`config.mk`:
```
export PLATFORM = sky130hd
export DESIGN_NAME = multi_blink
export DESIGN_NICKNAME = d
export VERILOG_FILES = /design/src/rtl/blink_pkg.sv /design/src/rtl/blink_chan.sv /design/src/rtl/multi_blink.sv
export SDC_FILE = /design/constraint.sdc
export NUM_CORES = 1
export LEC_CHECK = 0
export ABC_AREA = 1
export BUFFER_PORTS_ARGS = -buffer_cell sky130_fd_sc_hd__buf_4
export CAP_MARGIN = 20
export CORE_MARGIN = 10
export CORE_UTILIZATION = 60
export DETAILED_ROUTE_END_ITERATION = 8
export PLACE_DENSITY_LB_ADDON = 0.3
export SYNTH_ARGS = -nofsm -noshare
export SYNTH_HDL_FRONTEND = slang
export SYNTH_SLANG_ARGS = --single-unit
```
`constraint.sdc`:
```
create_clock -name CLK -period 6.9 [get_ports CLK]
set_input_delay 0.345 -clock CLK [delete_from_list [all_inputs] [get_ports CLK]]
set_output_delay 0.345 -clock CLK [all_outputs]
set_load 0.005 [all_outputs]
```
`src/rtl/blink_pkg.sv`:
```
// Shared definitions for the multi-channel LED blinker: mode encoding and helpers.
package blink_pkg;

  localparam logic [1:0] MODE_OFF   = 2'd0;
  localparam logic [1:0] MODE_ON    = 2'd1;
  localparam logic [1:0] MODE_BLINK = 2'd2;
  localparam logic [1:0] MODE_PULSE = 2'd3;

  typedef enum logic [1:0] {
    OFF   = MODE_OFF,
    ON    = MODE_ON,
    BLINK = MODE_BLINK,
    PULSE = MODE_PULSE
  } mode_t;

  // Only BLINK and PULSE run the half-period counter; OFF and ON are static levels.
  function automatic logic is_counting(input mode_t m);
    return (m == BLINK) || (m == PULSE);
  endfunction

endpackage

```
`src/rtl/blink_chan.sv`:
```
// One LED channel: holds its mode, half-period and counter, and drives a
// registered led bit plus a one-cycle tick each time the counter wraps.
module blink_chan
  import blink_pkg::*;
#(
  parameter int                CPT_W        = 26,
  parameter logic [CPT_W-1:0]  DEFAULT_HALF = CPT_W'(25_000_000),
  parameter mode_t             DEFAULT_MODE = BLINK
) (
  input  logic             clk,
  input  logic             n_rst,
  input  logic             load,
  input  logic             sync,
  input  logic [1:0]       cfg_mode,
  input  logic [CPT_W-1:0] cfg_half,
  output logic             led,
  output logic             tick
);

  localparam logic [CPT_W-1:0] ONE = CPT_W'(1);

  mode_t            mode;
  mode_t            new_mode;
  logic [CPT_W-1:0] half;
  logic [CPT_W-1:0] cnt;
  logic [CPT_W-1:0] last;
  logic             counting;
  logic             wrap;

  // A half of zero is treated as one, so the terminal count is never below zero.
  assign last     = (half == '0) ? '0 : half - ONE;
  assign counting = is_counting(mode);
  assign wrap     = counting && (cnt == last);
  assign new_mode = mode_t'(cfg_mode);

  // Channel state: reset wins, then a config load, then a sync restart, then normal counting;
  // a wrap that lands on a load or sync cycle is dropped because those branches win.
  always_ff @(posedge clk) begin
    if (!n_rst) begin
      mode <= DEFAULT_MODE;
      half <= DEFAULT_HALF;
      cnt  <= '0;
      led  <= (DEFAULT_MODE == ON);
      tick <= 1'b0;
    end else if (load) begin
      mode <= new_mode;
      half <= cfg_half;
      cnt  <= '0;
      led  <= (new_mode == ON);
      tick <= 1'b0;
    end else if (sync && counting) begin
      cnt  <= '0;
      led  <= 1'b0;
      tick <= 1'b0;
    end else begin
      case (mode)
        OFF: begin
          cnt  <= '0;
          led  <= 1'b0;
          tick <= 1'b0;
        end
        ON: begin
          cnt  <= '0;
          led  <= 1'b1;
          tick <= 1'b0;
        end
        BLINK: begin
          cnt  <= wrap ? '0 : cnt + ONE;
          led  <= led ^ wrap;
          tick <= wrap;
        end
        PULSE: begin
          cnt  <= wrap ? '0 : cnt + ONE;
          led  <= wrap;
          tick <= wrap;
        end
        default: begin
          cnt  <= '0;
          led  <= 1'b0;
          tick <= 1'b0;
        end
      endcase
    end
  end

endmodule

```
`src/rtl/multi_blink.sv`:
```
// Bank of NCH independent LED blinkers sharing one configuration write port
// and one global phase-restart strobe.
module multi_blink
  import blink_pkg::*;
#(
  parameter int          NCH          = 4,
  parameter int          CPT_W        = 26,
  parameter int unsigned DEFAULT_HALF = 25_000_000,
  parameter mode_t       DEFAULT_MODE = BLINK,
  localparam int         CH_W         = (NCH > 1) ? $clog2(NCH) : 1
) (
  input  logic             CLK,
  input  logic             NRST,
  input  logic             cfg_we,
  input  logic [CH_W-1:0]  cfg_ch,
  input  logic [1:0]       cfg_mode,
  input  logic [CPT_W-1:0] cfg_half,
  input  logic             sync_i,
  output logic [NCH-1:0]   led_o,
  output logic [NCH-1:0]   tick_o
);

  for (genvar i = 0; i < NCH; i++) begin : g_chan
    logic load;

    // An address at or above NCH matches no channel, so such writes fall away here.
    assign load = cfg_we && (cfg_ch == CH_W'(i));

    blink_chan #(
      .CPT_W        (CPT_W),
      .DEFAULT_HALF (CPT_W'(DEFAULT_HALF)),
      .DEFAULT_MODE (DEFAULT_MODE)
    ) u_chan (
      .clk      (CLK),
      .n_rst    (NRST),
      .load     (load),
      .sync     (sync_i),
      .cfg_mode (cfg_mode),
      .cfg_half (cfg_half),
      .led      (led_o[i]),
      .tick     (tick_o[i])
    );
  end

endmodule
```
== Word-level counts from Yosys, hierarchy flattened ==
Cells that the tools add are included.

* Register bits after elaboration: 224
* Input bits: 34

* $add $sub $neg: 8
* Equality and inequality tests: 20
* Muxes and demuxes: 28
* Bitwise operators: 5
* Reduce and logical (&&, ||, !) cells: 37

{| class="wikitable"
|+ Operators by type and width
! cell !! number
|-
| $mux 26 || 8
|-
| $pmux 26 s2 || 4
|-
| $add 26x1->26 const B || 4
|-
| $eq 26x26->1 || 4
|-
| $logic_not 26->1 || 4
|-
| $sub 26x1->26 const B || 4
|-
| $eq 2x2->1 const B || 10
|-
| $pmux 1 s4 || 4
|-
| $reduce_or 2->1 || 8
|-
| $eq 2x1->1 const B || 6
|-
| $logic_and 1x1->1 || 12
|-
| $reduce_or 3->1 || 4
|-
| $logic_not 2->1 || 5
|-
| $mux 1 || 8
|-
| $pmux 1 s2 || 4
|-
| $logic_or 1x1->1 || 4
|-
| $xor 1x1->1 || 4
|-
| $not 1->1 || 1
|}

== Depth between registers and ports, before layout ==
Gate-level depths: netlist of the first run.

* Depth in word-level cells: 8
* Depth in mapped cells: 20

== Modules after synthesis ==
Synthesis of the first run repeated with hierarchy kept, for this count alone.

* Cells, all modules: 2310
* Area total of the unflattened synthesis: 14545.2 sq um

{| class="wikitable"
|+ Modules (own cells, without submodules)
! module !! times used !! cells an instance !! area each (sq um) !! sequential area each (sq um)
|-
| blink_chan (g_chan[0].u_chan ...) || 3 || 572 || 3603.5 || 1121.1
|-
| blink_chan (g_chan[3].u_chan) || 1 || 586 || 3704.8 || 1121.1
|-
| multi_blink || 1 || 8 || 30.0 || 0.0
|}

== Worst setup path after synthesis of the first run ==
No wires, ideal clock.

* Path type: reg-to-reg
* From: register g_chan[1].u_chan.half[0]
* To: register g_chan[1].u_chan.cnt[19]
* Setup time: 0.126 ns
* Data arrival time: 2.150 ns
* Slack: 4.624 ns
* Stages on the path, launching flop included: 18
* Path buffers: 2
* Period minus slack after synthesis: 2.276 ns
* Cells stage by stage: dfxtp_1 > inv_1 > ha_1 > nand2_4 > nor2_8 > nand4_4 > buf_6 > nand3b_1 > nand2_1 > nor2_1 > nand2_1 > nor2_1 > nand2_1 > nor2_2 > nand2_2 > nand4_4 > buf_8 > nor3_2

* Cells in the longest elaborated chain, start to end: 6
* Elaborated cells between the ends (all ways): 7
* Classes of those cells: add/sub: 1; eq/ne: 1; mux: 3; reduce/logical: 2

{| class="wikitable"
|+ RTL lines
! item !! line !! text
|-
| start: declaration || blink_chan.sv:24 || <nowiki>logic [CPT_W-1:0] half;</nowiki>
|-
| start signal: assignment || blink_chan.sv:47 || <nowiki>half <= cfg_half;</nowiki>
|-
| $sub 26x1->26 / $logic_not 26->1 (equally long branches) || blink_chan.sv:31 || <nowiki>assign last = (half == '0) ? '0 : half - ONE;</nowiki>
|-
| $mux 26 (*) || blink_chan.sv:31 ||
|-
| $eq 26x26->1 (*) || blink_chan.sv:33 || <nowiki>assign wrap = counting && (cnt == last);</nowiki>
|-
| $logic_and 1x1->1 (*) || blink_chan.sv:33 ||
|-
| $mux 26 (*) || blink_chan.sv:68, blink_chan.sv:73 ||
|-
| $pmux 26 s2 (*) || blink_chan.sv:56 || <nowiki>case (mode)</nowiki>
|-
| end signal: assignment || blink_chan.sv:68 || <nowiki>cnt <= wrap ? '0 : cnt + ONE;</nowiki>
|-
| end signal: assignment || blink_chan.sv:73 || <nowiki>cnt <= wrap ? '0 : cnt + ONE;</nowiki>
|-
| end: declaration || blink_chan.sv:25 || <nowiki>logic [CPT_W-1:0] cnt;</nowiki>
|}

Every way passes the cells marked *; elsewhere a longest branch is shown, timed or not.
A chain may end at the register's enable or synchronous reset.

== Final worst setup path of the first run ==
* From: register g_chan[1].u_chan.half[0]
* To: register g_chan[1].u_chan.cnt[20]

The elaborated chain is that of the path after synthesis.

==> results.toml, run 1 <==
[clock_network]
htreeDepth = 1
cts_setup_buffers = 0
cts_tree = "yes"
cts.sinks = 224
cts.clk_slew.worst_paths_ps = 60
cts-root-buf = "clkbuf_16"
worst_skew_pair.late_latency_ps = 550
clockBufferDepth = 3
cts_buffers = 26
hold_buffers = 0
post_cts_resized = 0

[floorplanning]
dieArea_um2 = 31100
initial_core_util_pct = 60.7
fp.dieH_um = 176
io_pins = 42
design.core.area_um2 = 24200
die-width_um = 176
num_rows = 57

[sta]
timing.final.ws_setup_ps = 3900
fmax_mhz = 333
relSlewSlack_pct = 29.5
tightest_slew_ps = 1060
period_needed_ps = 3000
fin_setup_tns_ps = 0
min_period_over_period_pct = 43.5
drv_slew = 0
finClkSkew_ps = 13.4
grt_setup_unrepaired = "no"
final-hold-violation-count = 0
setup_viol_count_final = 0

[logic_synthesis]
syn_inst = 2308
synth_top_area_share_pct = 30.5
synth_seq_cells = 224
synth_cell_types = 49
synth_seq_area_share_pct = 30.5
yosys.area_share.simple_pct = 44.5
synthXorXnorAreaFrac_pct = 4.89
synth_top_family_by_area = "simple AND/OR/NAND/NOR gates"
synth_nets = 2350
syn_area_um2 = 14700
synthAdderAreaFrac_pct = 0.682
synth_largest_area_cell = "dfxtp_1"
synth_compound_area_share_pct = 9.68
synth.avg_cell_area_um2 = 6.36
synthTopCellsByArea = "dfxtp_1 31%, nand2_1 14%, nor2_1 9.1%, inv_1 7.0%, nand3_1 6.5%"
synthMuxAreaShare_pct = 0
yosysWarnings = 0

[route]
ant_nets = 0
wl_um = 42200
drtPass1Iterations = 6
first_iter_violations = 1401
num_vias = 15072
routed_via_density = 5.66
drc = 0
wl_per_cell_um = 15.8

[cells_and_area]
fin_area_um2 = 16000
syn2layout_area_growth_pct = 8.81
final_nets = 2360
drive_gt1_share_pct = 8.81

[power]
powerDensity_nw_per_um2 = 203
pwr-share-comb_pct = 12.5
p_leak_nw = 6.53
pwr-share-clk_pct = 45.1
peakVddDrop_mv = 0.202
internal-power_mw = 2.35
p_sw_mw = 0.893
p_seq_share_pct = 42.3
switching_share_pct = 27.5

[place]
post_dp_cell_area_um2 = 15100
dpl.hpwl_um = 32000
numPortBuffers = 41
pre_cts_ws_ps = 3820
gp_congestion = 0.960

[worst_setup_path]
cp-end-kind = "flip-flop"
cp_data_arrival_time_ps = 3440
start_kind = "flip-flop"
cp_data_required_time_ps = 7340
path_class = "flip-flop to flip-flop"
crit_fanout = 26
worst-r2r-cell-count = 13

[global_route]
grt_pass1_wl_um = 67800
first_global_vias = 13938
antenna_found_initial = 0
grtUsageTotal_pct = 26.2
overflow = 0
grt_max_degree = 107

[job]
cap_violations = 0

[worst_hold_path]
holdPathStages = 3
min_path_type = "primary input to flip-flop"

[run_status]
status = "complete, no violations"
cell usage after synthesis (all sizes together):
master	n
nand2	568
nor2	409
inv	276
dfxtp	224
nand3	195
o21ai	124
nand4	98
a21oi	80
xor2	75
nor3	74
o211ai	37
clkbuf	35
buf	28
nor3b	21
nor4	16
nand3b	11
ha	8
xnor2	7
a31oi	6
or2	4
and2	3
o21a	2
o21bai	2
a221oi	1
clkinv	1
nand2b	1
o2111ai	1
o31ai	1
flip-flops by register name, summed over array words and instances, names as in the netlist:
register / count
g_chan.u_chan.cnt: 104
g_chan.u_chan.half: 104
g_chan.u_chan.mode: 8
g_chan.u_chan.led: 4
g_chan.u_chan.tick: 4
cell type report:
type                            count  area [um2]
Multi-Input combinational cell   1744        8780
Fill cell                        2203        8210
Sequential cell                   224        4480
Inverter                          277        1040
Clock buffer                       37         773
Tap cell                          324         405
Timing Repair Buffer               45         338
Clock inverter                     11         144
Antenna cell                        1        2.50
cell usage in the layout, fill, tap and decap left out, types with 13 or more instances in the layout:
| cell type | netlist | layout |
|---|---|---|
| nor3_1 | 58 | 56 |
| nor3b_1 | 19 | 19 |
| nor3_2 | 15 | 17 |
| clkbuf_16 | 0 | 27 |
| o21ai_0 | 115 | 115 |
| dfxtp_1 | 224 | 224 |
| nand4_1 | 88 | 88 |
| xor2_1 | 75 | 75 |
| buf_4 | 8 | 45 |
| nor2_4 | 13 | 13 |
| nand2_1 | 556 | 556 |
| nor2_2 | 40 | 42 |
| nand3_1 | 191 | 191 |
| inv_1 | 272 | 272 |
| nor4_1 | 15 | 15 |
| o211ai_1 | 37 | 37 |
| a21oi_1 | 72 | 72 |
| nor2_1 | 355 | 353 |
metal layers:
layer / track usage (%) / wire (um) / up-vias
li1: - / - / 7548
met1: 33.7 / 18300 / 6963
met2: 44.1 / 19600 / 488
met4: 7.11 / 888 / 0
met3: 4.72 / 3370 / 73
met5: 0 / 0 / -
worst max-delay path: stages, from the launching register on:
cell	delay, ps
dfxtp_1	300
inv_1	130
ha_1	320
nand2_4	120
nor2_8	190
nand4_4	270
nand3_1	210
xor2_1	210
nor2_1	60
nand2_1	100
nor2_2	50
nand2_2	120
nand4_4	440
nor3b_1	350
path summary, 6_finish.rpt:
| kind | from | to | slack (ps) |
|---|---|---|---|
| worst max-delay path | g_chan[1].u_chan.half[0]$_SDFFE_PN0P_ | g_chan[1].u_chan.cnt[20]$_SDFF_PP0_ | 3900 |
| worst min-delay path | NRST | g_chan[3].u_chan.tick$_SDFF_PP0_ | 90 |
| worst max register to register | g_chan[1].u_chan.half[0]$_SDFFE_PN0P_ | g_chan[1].u_chan.cnt[20]$_SDFF_PP0_ | 3900 |
| worst min register to register | g_chan[3].u_chan.cnt[0]$_SDFF_PP0_ | g_chan[3].u_chan.cnt[0]$_SDFF_PP0_ | 470 |
per-stage QoR:
stage | hold slack [ps] | utilization, % | instances | total power, mW
after floorplan | 426 | - | 2308 | 1.69
after global placement | 443 | 62.3 | 2614 | 1.79
after detailed placement | 452 | 62.3 | 2614 | 1.80
after CTS | 70.7 | 66.1 | 2662 | 3.26
after global routing | 85.1 | 66.1 | 2662 | 3.37
final | 87.6 | 66.1 | 2663 | 3.25
cell families (layout without fill, tap and decap cells):
kind of cell	after synthesis	count (layout)
xor+xnor	82	82
simple gates	1400	1400
flops	224	224
compound gates	254	254
fa+ha+maj	8	8
buf+inv	340	370
other cells	0	1
power groups by stage:
| stage | Clock, mW | Combinational (mW) | Sequential, mW |
|---|---|---|---|
| floorplan | 0 | 0.298 | 1.39 |
| global placement | 0 | 0.390 | 1.40 |
| detailed placement | 0 | 0.399 | 1.40 |
| CTS | 1.49 | 0.401 | 1.37 |
| global route | 1.54 | 0.455 | 1.38 |
| finish | 1.47 | 0.407 | 1.37 |
Note: power is estimated with default switching activity, not from simulation.
==> run 2, diff against run 1 <==
--- a/config.mk
+++ b/config.mk
@@ -9,7 +9,7 @@
 export BUFFER_PORTS_ARGS = -buffer_cell sky130_fd_sc_hd__buf_4
 export CAP_MARGIN = 20
 export CORE_MARGIN = 10
-export CORE_UTILIZATION = 60
+export CORE_UTILIZATION = 58
 export DETAILED_ROUTE_END_ITERATION = 8
 export PLACE_DENSITY_LB_ADDON = 0.3
 export SYNTH_ARGS = -nofsm -noshare
==> constraint.sdc (replaced) <==
create_clock -name CLK -period 2.65 [get_ports CLK]
set_input_delay 0.1325 -clock CLK [delete_from_list [all_inputs] [get_ports CLK]]
set_output_delay 0.1325 -clock CLK [all_outputs]
set_load 0.005 [all_outputs]
==> run 2 against run 1 <==
Against the previous run: clock skew down 5.4 ps; setup slack worse by 3800 ps; non-clock buffer count increased by 109; count of clock-buffer cells in the layout shrank 8; combinational power grew to 3.1 times the previous value; sequential share of layout area fell by 2.2 points; total power grew to 2.7 times the previous value; hold slack got worse by 7.6 ps; flip-flop and latch count unchanged; routed wire length up 9.8%; global-route usage rose by 1.6 points.
==> results.toml, run 2 (same netlist as run 1, synthesis figures left out) <==
[worst_setup_path]
cp_data_required_time_ps = 3050
cp_data_arrival_time_ps = 2940
start_kind = "flip-flop"
crit_fanout = 12
crit-reg2reg-launch = "g_chan[2].u_chan.half[8]$_SDFFE_PN0P_"
path_cells = "nor2_2 -> nand2_1 -> nor2_4 -> buf_12 -> nand4_4 -> nand3_1 -> xor2_1 -> nand2_1 -> nor2_1 -> nand3_2 -> buf_4 -> nand2_1 -> nand2_1 -> nand3_1 -> a21oi_1"
cp_slowest_stage_delay_ps = 380
rrSetupSlack_ps = 110
cpMaxStageDelayCell = "dfxtp_1"
path_class = "flip-flop to flip-flop"
cp.depth = 15
reg2reg_to = "g_chan[2].u_chan.led$_SDFF_PN0_"
crit_path_frequent_cell = "nand2_1"
path_buf_inv = 2
worst-r2r-cell-count = 15
crit_path_start = "g_chan[2].u_chan.half[8]$_SDFFE_PN0P_"
cp-end-kind = "flip-flop"
crit_end = "g_chan[2].u_chan.led$_SDFF_PN0_"
crit_family = "simple AND/OR/NAND/NOR gates"

[clock_network]
cts_tree = "yes"
cts.clk_slew.worst_paths_ps = 60
worst_skew_pair.late_latency_ps = 540
htreeDepth = 1
cts.sinks = 224
cts-root-buf = "clkbuf_16"
cts_buffers = 25
clockBufferDepth = 3

[route]
routed_via_density = 5.71
ant_nets = 0
wl_per_cell_um = 16.6
drc = 0
drtPass1Iterations = 6
first_iter_violations = 1615
wl_um = 46300
num_vias = 15890

[cells_and_area]
syn2layout_area_growth_pct = 18.2
layout_commonest_cell = "nand2_1"
final_nets = 2477
fin_util_pct = 69.3
layout_common_cells = "547 x nand2_1, 335 x nor2_1, 270 x inv_1"
top_regs = "g_chan.u_chan.cnt (104), g_chan.u_chan.half (104), g_chan.u_chan.mode (8)"
fin_area_um2 = 17400
n_antenna_cell = 0
drive_gt1_share_pct = 13.8
fillCellCount = 2176

[sta]
fmax_mhz = 393
drv_slew = 0
period_needed_ps = 2540
finClkSkew_ps = 8.06
setup_viol_count_final = 0
final-hold-violation-count = 0
fin_setup_tns_ps = 0
relSlewSlack_pct = 39.2
tightest_slew_ps = 912
min_period_over_period_pct = 96.0

[floorplanning]
die-width_um = 179
dieArea_um2 = 32100
fp.dieH_um = 179
design.core.area_um2 = 25000
initial_core_util_pct = 58.6
num_rows = 58
io_pins = 42

[global_route]
grt_max_degree = 43
grtUsageTotal_pct = 27.8
first_global_vias = 14797
overflow = 0
grt_pass1_wl_um = 73300
antenna_found_initial = 0

[power]
powerDensity_nw_per_um2 = 504
peakVddDrop_mv = 0.710
finalPower_mw = 8.75
p_leak_nw = 7.20

[place]
numPortBuffers = 41
post_dp_cell_area_um2 = 15500
gp_congestion = 0.978
dpl.hpwl_um = 33300

[job]
cap_violations = 0

[worst_hold_path]
min_path_type = "primary input to flip-flop"

[run_status]
status = "complete, no violations"
[run 2: cell types whose count changed in the layout (fill, tap and decap cells not counted), sizes merged, moves of 2 or more]
cell         before  now
dlygate4sd3       0   29
clkbuf           37   29
buf              45  125
nor2            409  411
nand4            98  105
bufinv            3    7
[run 2: per-stage QoR]
stage	hold slack [ps]	cells	setup slack, ps
after CTS	20.7	2752	4.91
after global routing	94.1	2783	-77.3
after global placement	406	2677	95.9
after floorplan	259	2308	374
after detailed placement	412	2677	-5.05
final	79.9	2783	106
[run 2: worst min path at each step]
stage / cells after the start / slack (ps) / start / to
finish: 2 / 80 / NRST / g_chan[3].u_chan.half[6]$_SDFFE_PN1P_
global route: 2 / 90 / NRST / g_chan[2].u_chan.half[6]$_SDFFE_PN1P_
CTS: 2 / 20 / NRST / g_chan[2].u_chan.half[6]$_SDFFE_PN1P_
detailed placement: 3 / 410 / cfg_half[24] / g_chan[0].u_chan.half[24]$_SDFFE_PN1P_
global placement: 3 / 410 / cfg_half[24] / g_chan[0].u_chan.half[24]$_SDFFE_PN1P_
floorplan: 2 / 260 / cfg_half[24] / g_chan[3].u_chan.half[24]$_SDFFE_PN1P_
[run 2: routing by layer]
layer	wire [um]	track usage (%)	vias to the layer above
li1	-	-	7787
met1	19600	35.8	7363
met2	21700	47.3	647
met3	3710	4.28	93
met4	1220	7.44	0
met5	0	0.640	-
[run 2: what timing repair did]
action | in CTS | in global routing
endpoints found under the hold margin | 107 | 0
cloned | 1 | 8
hold buffers | 29 | 0
pin swaps | 0 | 23
gates resized for setup | 0 | 70
setup endpoints to repair | 1 | 109
setup buffers | 0 | 23
[run 2: final cells by class]
class | instances | area (um2) | area share, %
clock buffer | 29 | 651 | 3.75
clock inverter | 16 | 270 | 1.56
inverter | 277 | 1040 | 5.99
multi-input combinational | 1753 | 9150 | 52.7
sequential | 224 | 4480 | 25.8
tap | 330 | 413 | 2.38
timing repair buffer | 154 | 1340 | 7.73
[run 2: where the power goes]
group,internal (mW),switching [mW]
registers,3.47,0.110
clock network,2.44,1.47
logic,0.454,0.805
total,6.36,2.38
==> run 3, diff against run 2 <==
--- a/config.mk
+++ b/config.mk
@@ -8,9 +8,12 @@
 export ABC_AREA = 1
 export BUFFER_PORTS_ARGS = -buffer_cell sky130_fd_sc_hd__buf_4
 export CAP_MARGIN = 20
+export CELL_PAD_IN_SITES_DETAIL_PLACEMENT = 1
+export CELL_PAD_IN_SITES_GLOBAL_PLACEMENT = 2
 export CORE_MARGIN = 10
-export CORE_UTILIZATION = 58
+export CORE_UTILIZATION = 32
 export DETAILED_ROUTE_END_ITERATION = 8
+export MAX_ROUTING_LAYER = met4
 export PLACE_DENSITY_LB_ADDON = 0.3
 export SYNTH_ARGS = -nofsm -noshare
 export SYNTH_HDL_FRONTEND = slang
==> run 3 against run 2 <==
Against the previous run: final area increased by 9.5%; highest routed layer unchanged; setup slack improved by 3.2 ps; combinational power increased by 17%; non-clock buffer count increased by 79; cell count increased by 12%; clock power increased by 1%; critical path depth decreased by 1; flip-flop and latch count unchanged; routed wire length increased by 27%; maximum frequency increased by 0.12%.
==> results.toml, run 3 (same netlist as run 1, synthesis figures left out) <==
[run_status]
status = "complete, no violations"

[route]
first_iter_violations = 724
drtPass1Iterations = 5
drc = 0
wl_um = 58600
wl_per_cell_um = 18.7
routed_via_density = 5.11
num_vias = 15984
ant_nets = 0

[global_route]
first_global_vias = 16175
grtUsageTotal_pct = 21.1
antenna_found_initial = 0
grt_pass1_wl_um = 89800
overflow = 0
grt_max_degree = 42

[sta]
final-hold-violation-count = 0
fmax_mhz = 394
tightest_slew_ps = 948
fin_setup_tns_ps = 0
setup_viol_count_final = 0
finClkSkew_ps = 23.6
min_period_over_period_pct = 95.9
drv_slew = 0
period_needed_ps = 2540
relSlewSlack_pct = 36.8
grt_setup_unrepaired = "yes"

[clock_network]
cts.sinks = 224
worst_skew_pair.late_latency_ps = 590
cts_buffers = 28
cts-root-buf = "clkbuf_16"
cts.clk_slew.worst_paths_ps = 60
clockBufferDepth = 3
cts_tree = "yes"
htreeDepth = 1

[power]
p_leak_nw = 7.81
powerDensity_nw_per_um2 = 475
finalPower_mw = 9.03
peakVddDrop_mv = 0.362

[floorplanning]
die-width_um = 234
num_rows = 78
dieArea_um2 = 54800
fp.dieH_um = 234
initial_core_util_pct = 32.3
io_pins = 42
design.core.area_um2 = 45400

[place]
gp_congestion = 0.915
post_dp_cell_area_um2 = 16200
dpl.hpwl_um = 44000
numPortBuffers = 41
placed_cells = 2987

[worst_setup_path]
path_buf_inv = 3
crit_end = "g_chan[3].u_chan.tick$_SDFF_PP0_"
rrSetupSlack_ps = 110
cp-end-kind = "flip-flop"
crit_family = "simple AND/OR/NAND/NOR gates"
crit_path_frequent_cell = "nand4_1"
cp_slowest_stage_delay_ps = 320
crit_path_start = "g_chan[3].u_chan.half[0]$_SDFFE_PN0P_"
cpMaxStageDelayCell = "dfxtp_1"
start_kind = "flip-flop"
worst-r2r-cell-count = 14
cp_data_required_time_ps = 3160
cp_data_arrival_time_ps = 3050
path_class = "flip-flop to flip-flop"
crit-reg2reg-launch = "g_chan[3].u_chan.half[0]$_SDFFE_PN0P_"
reg2reg_to = "g_chan[3].u_chan.tick$_SDFF_PP0_"
cp.depth = 14
crit_fanout = 9
path_cells = "inv_2 -> ha_4 -> nand2_2 -> nor2_4 -> nand4_4 -> clkbuf_16 -> nand3_1 -> nand2_1 -> nor3b_2 -> nand4_1 -> nor2_1 -> nand4_1 -> nor3_2 -> buf_4"

[cells_and_area]
fin_area_um2 = 19000
layout_common_cells = "515 x nand2_1, 287 x nor2_1, 261 x inv_1"
multi_input_area_um2 = 9610
top_regs = "g_chan.u_chan.cnt (104), g_chan.u_chan.half (104), g_chan.u_chan.mode (8)"
n_antenna_cell = 0
layout_commonest_cell = "nand2_1"
seq_area_um2 = 4520
final_nets = 2554
fillCellCount = 5862
final_cells = 3129
drive_gt1_share_pct = 22.0
fin_util_pct = 41.9
syn2layout_area_growth_pct = 29.4

[worst_hold_path]
min_path_type = "primary input to flip-flop"

[job]
cap_violations = 0
==> run 3: cell count changes in the layout (fill, tap and decap cells not counted), moves of 21 or more <==
cell and change:
nor2_1 -48, nand2_1 -32, dfxtp_1 -21, nand2_2 +27
buf_4 +50, nor2_2 +37
==> run 3: through the flow <==
| step | setup slack, ps | hold slack (ps) |
|---|---|---|
| detailed placement | -223 | 436 |
| finish | 109 | 47.0 |
| global route | -49.7 | 48.5 |
| floorplan | 374 | 259 |
| CTS | 2.78 | 12.9 |
| global placement | -165 | 431 |
==> run 3: how the worst min path moves through the flow <==
stage	cells past startpoint	endpoint	startpoint	slack (ps)
floorplan	2	g_chan[3].u_chan.half[24]$_SDFFE_PN1P_	cfg_half[24]	260
global placement	3	g_chan[0].u_chan.mode[1]$_SDFFE_PN1P_	cfg_mode[1]	430
detailed placement	3	g_chan[0].u_chan.mode[1]$_SDFFE_PN1P_	cfg_mode[1]	440
CTS	4	g_chan[1].u_chan.mode[0]$_SDFFE_PN0P_	cfg_we	10
global route	4	g_chan[1].u_chan.mode[0]$_SDFFE_PN0P_	cfg_we	50
finish	4	g_chan[1].u_chan.mode[0]$_SDFFE_PN0P_	cfg_we	50
==> run 3: cell type report <==
cell class,instances,area share [%]
Multi-Input combinational cell,1748,50.6
Sequential cell,224,23.8
Timing Repair Buffer,233,11.3
Inverter,277,5.47
Clock buffer,36,4.11
Tap cell,600,3.95
Clock inverter,11,0.830
==> run 3: what timing repair did <==
item / 4_1_cts / 5_1_grt
setup endpoints to repair: 82 / 112
setup buffers: 3 / 42
gates resized for setup: 9 / 254
hold endpoints to repair: 114 / 0
hold buffers: 34 / 0
pin swaps: 1 / 79
gates cloned: 2 / 14
==> run 3: worst reg2reg max path, delay by kind of cell, from the launching register on <==
| kind | cells | cell delay, ps |
|---|---|---|
| simple gates | 10 | 1510 |
| buf+inv | 3 | 490 |
| flops | 1 | 320 |
| fa+ha+maj | 1 | 160 |
==> run 3: metal layers <==
metal  up-vias  global-route usage (%)  wire length, um
met5         -                       -                0
met4         0                    6.65             1820
met3        93                    2.47             2020
met2       218                    33.7            27300
met1      7743                    27.4            27400
li1       7930                       -                -
==> run 3: power by group <==
part,internal (mW),switching [mW],leakage [nW]
logic,0.563,0.915,5.53
clock network,2.36,1.61,0.454
registers,3.47,0.122,1.83
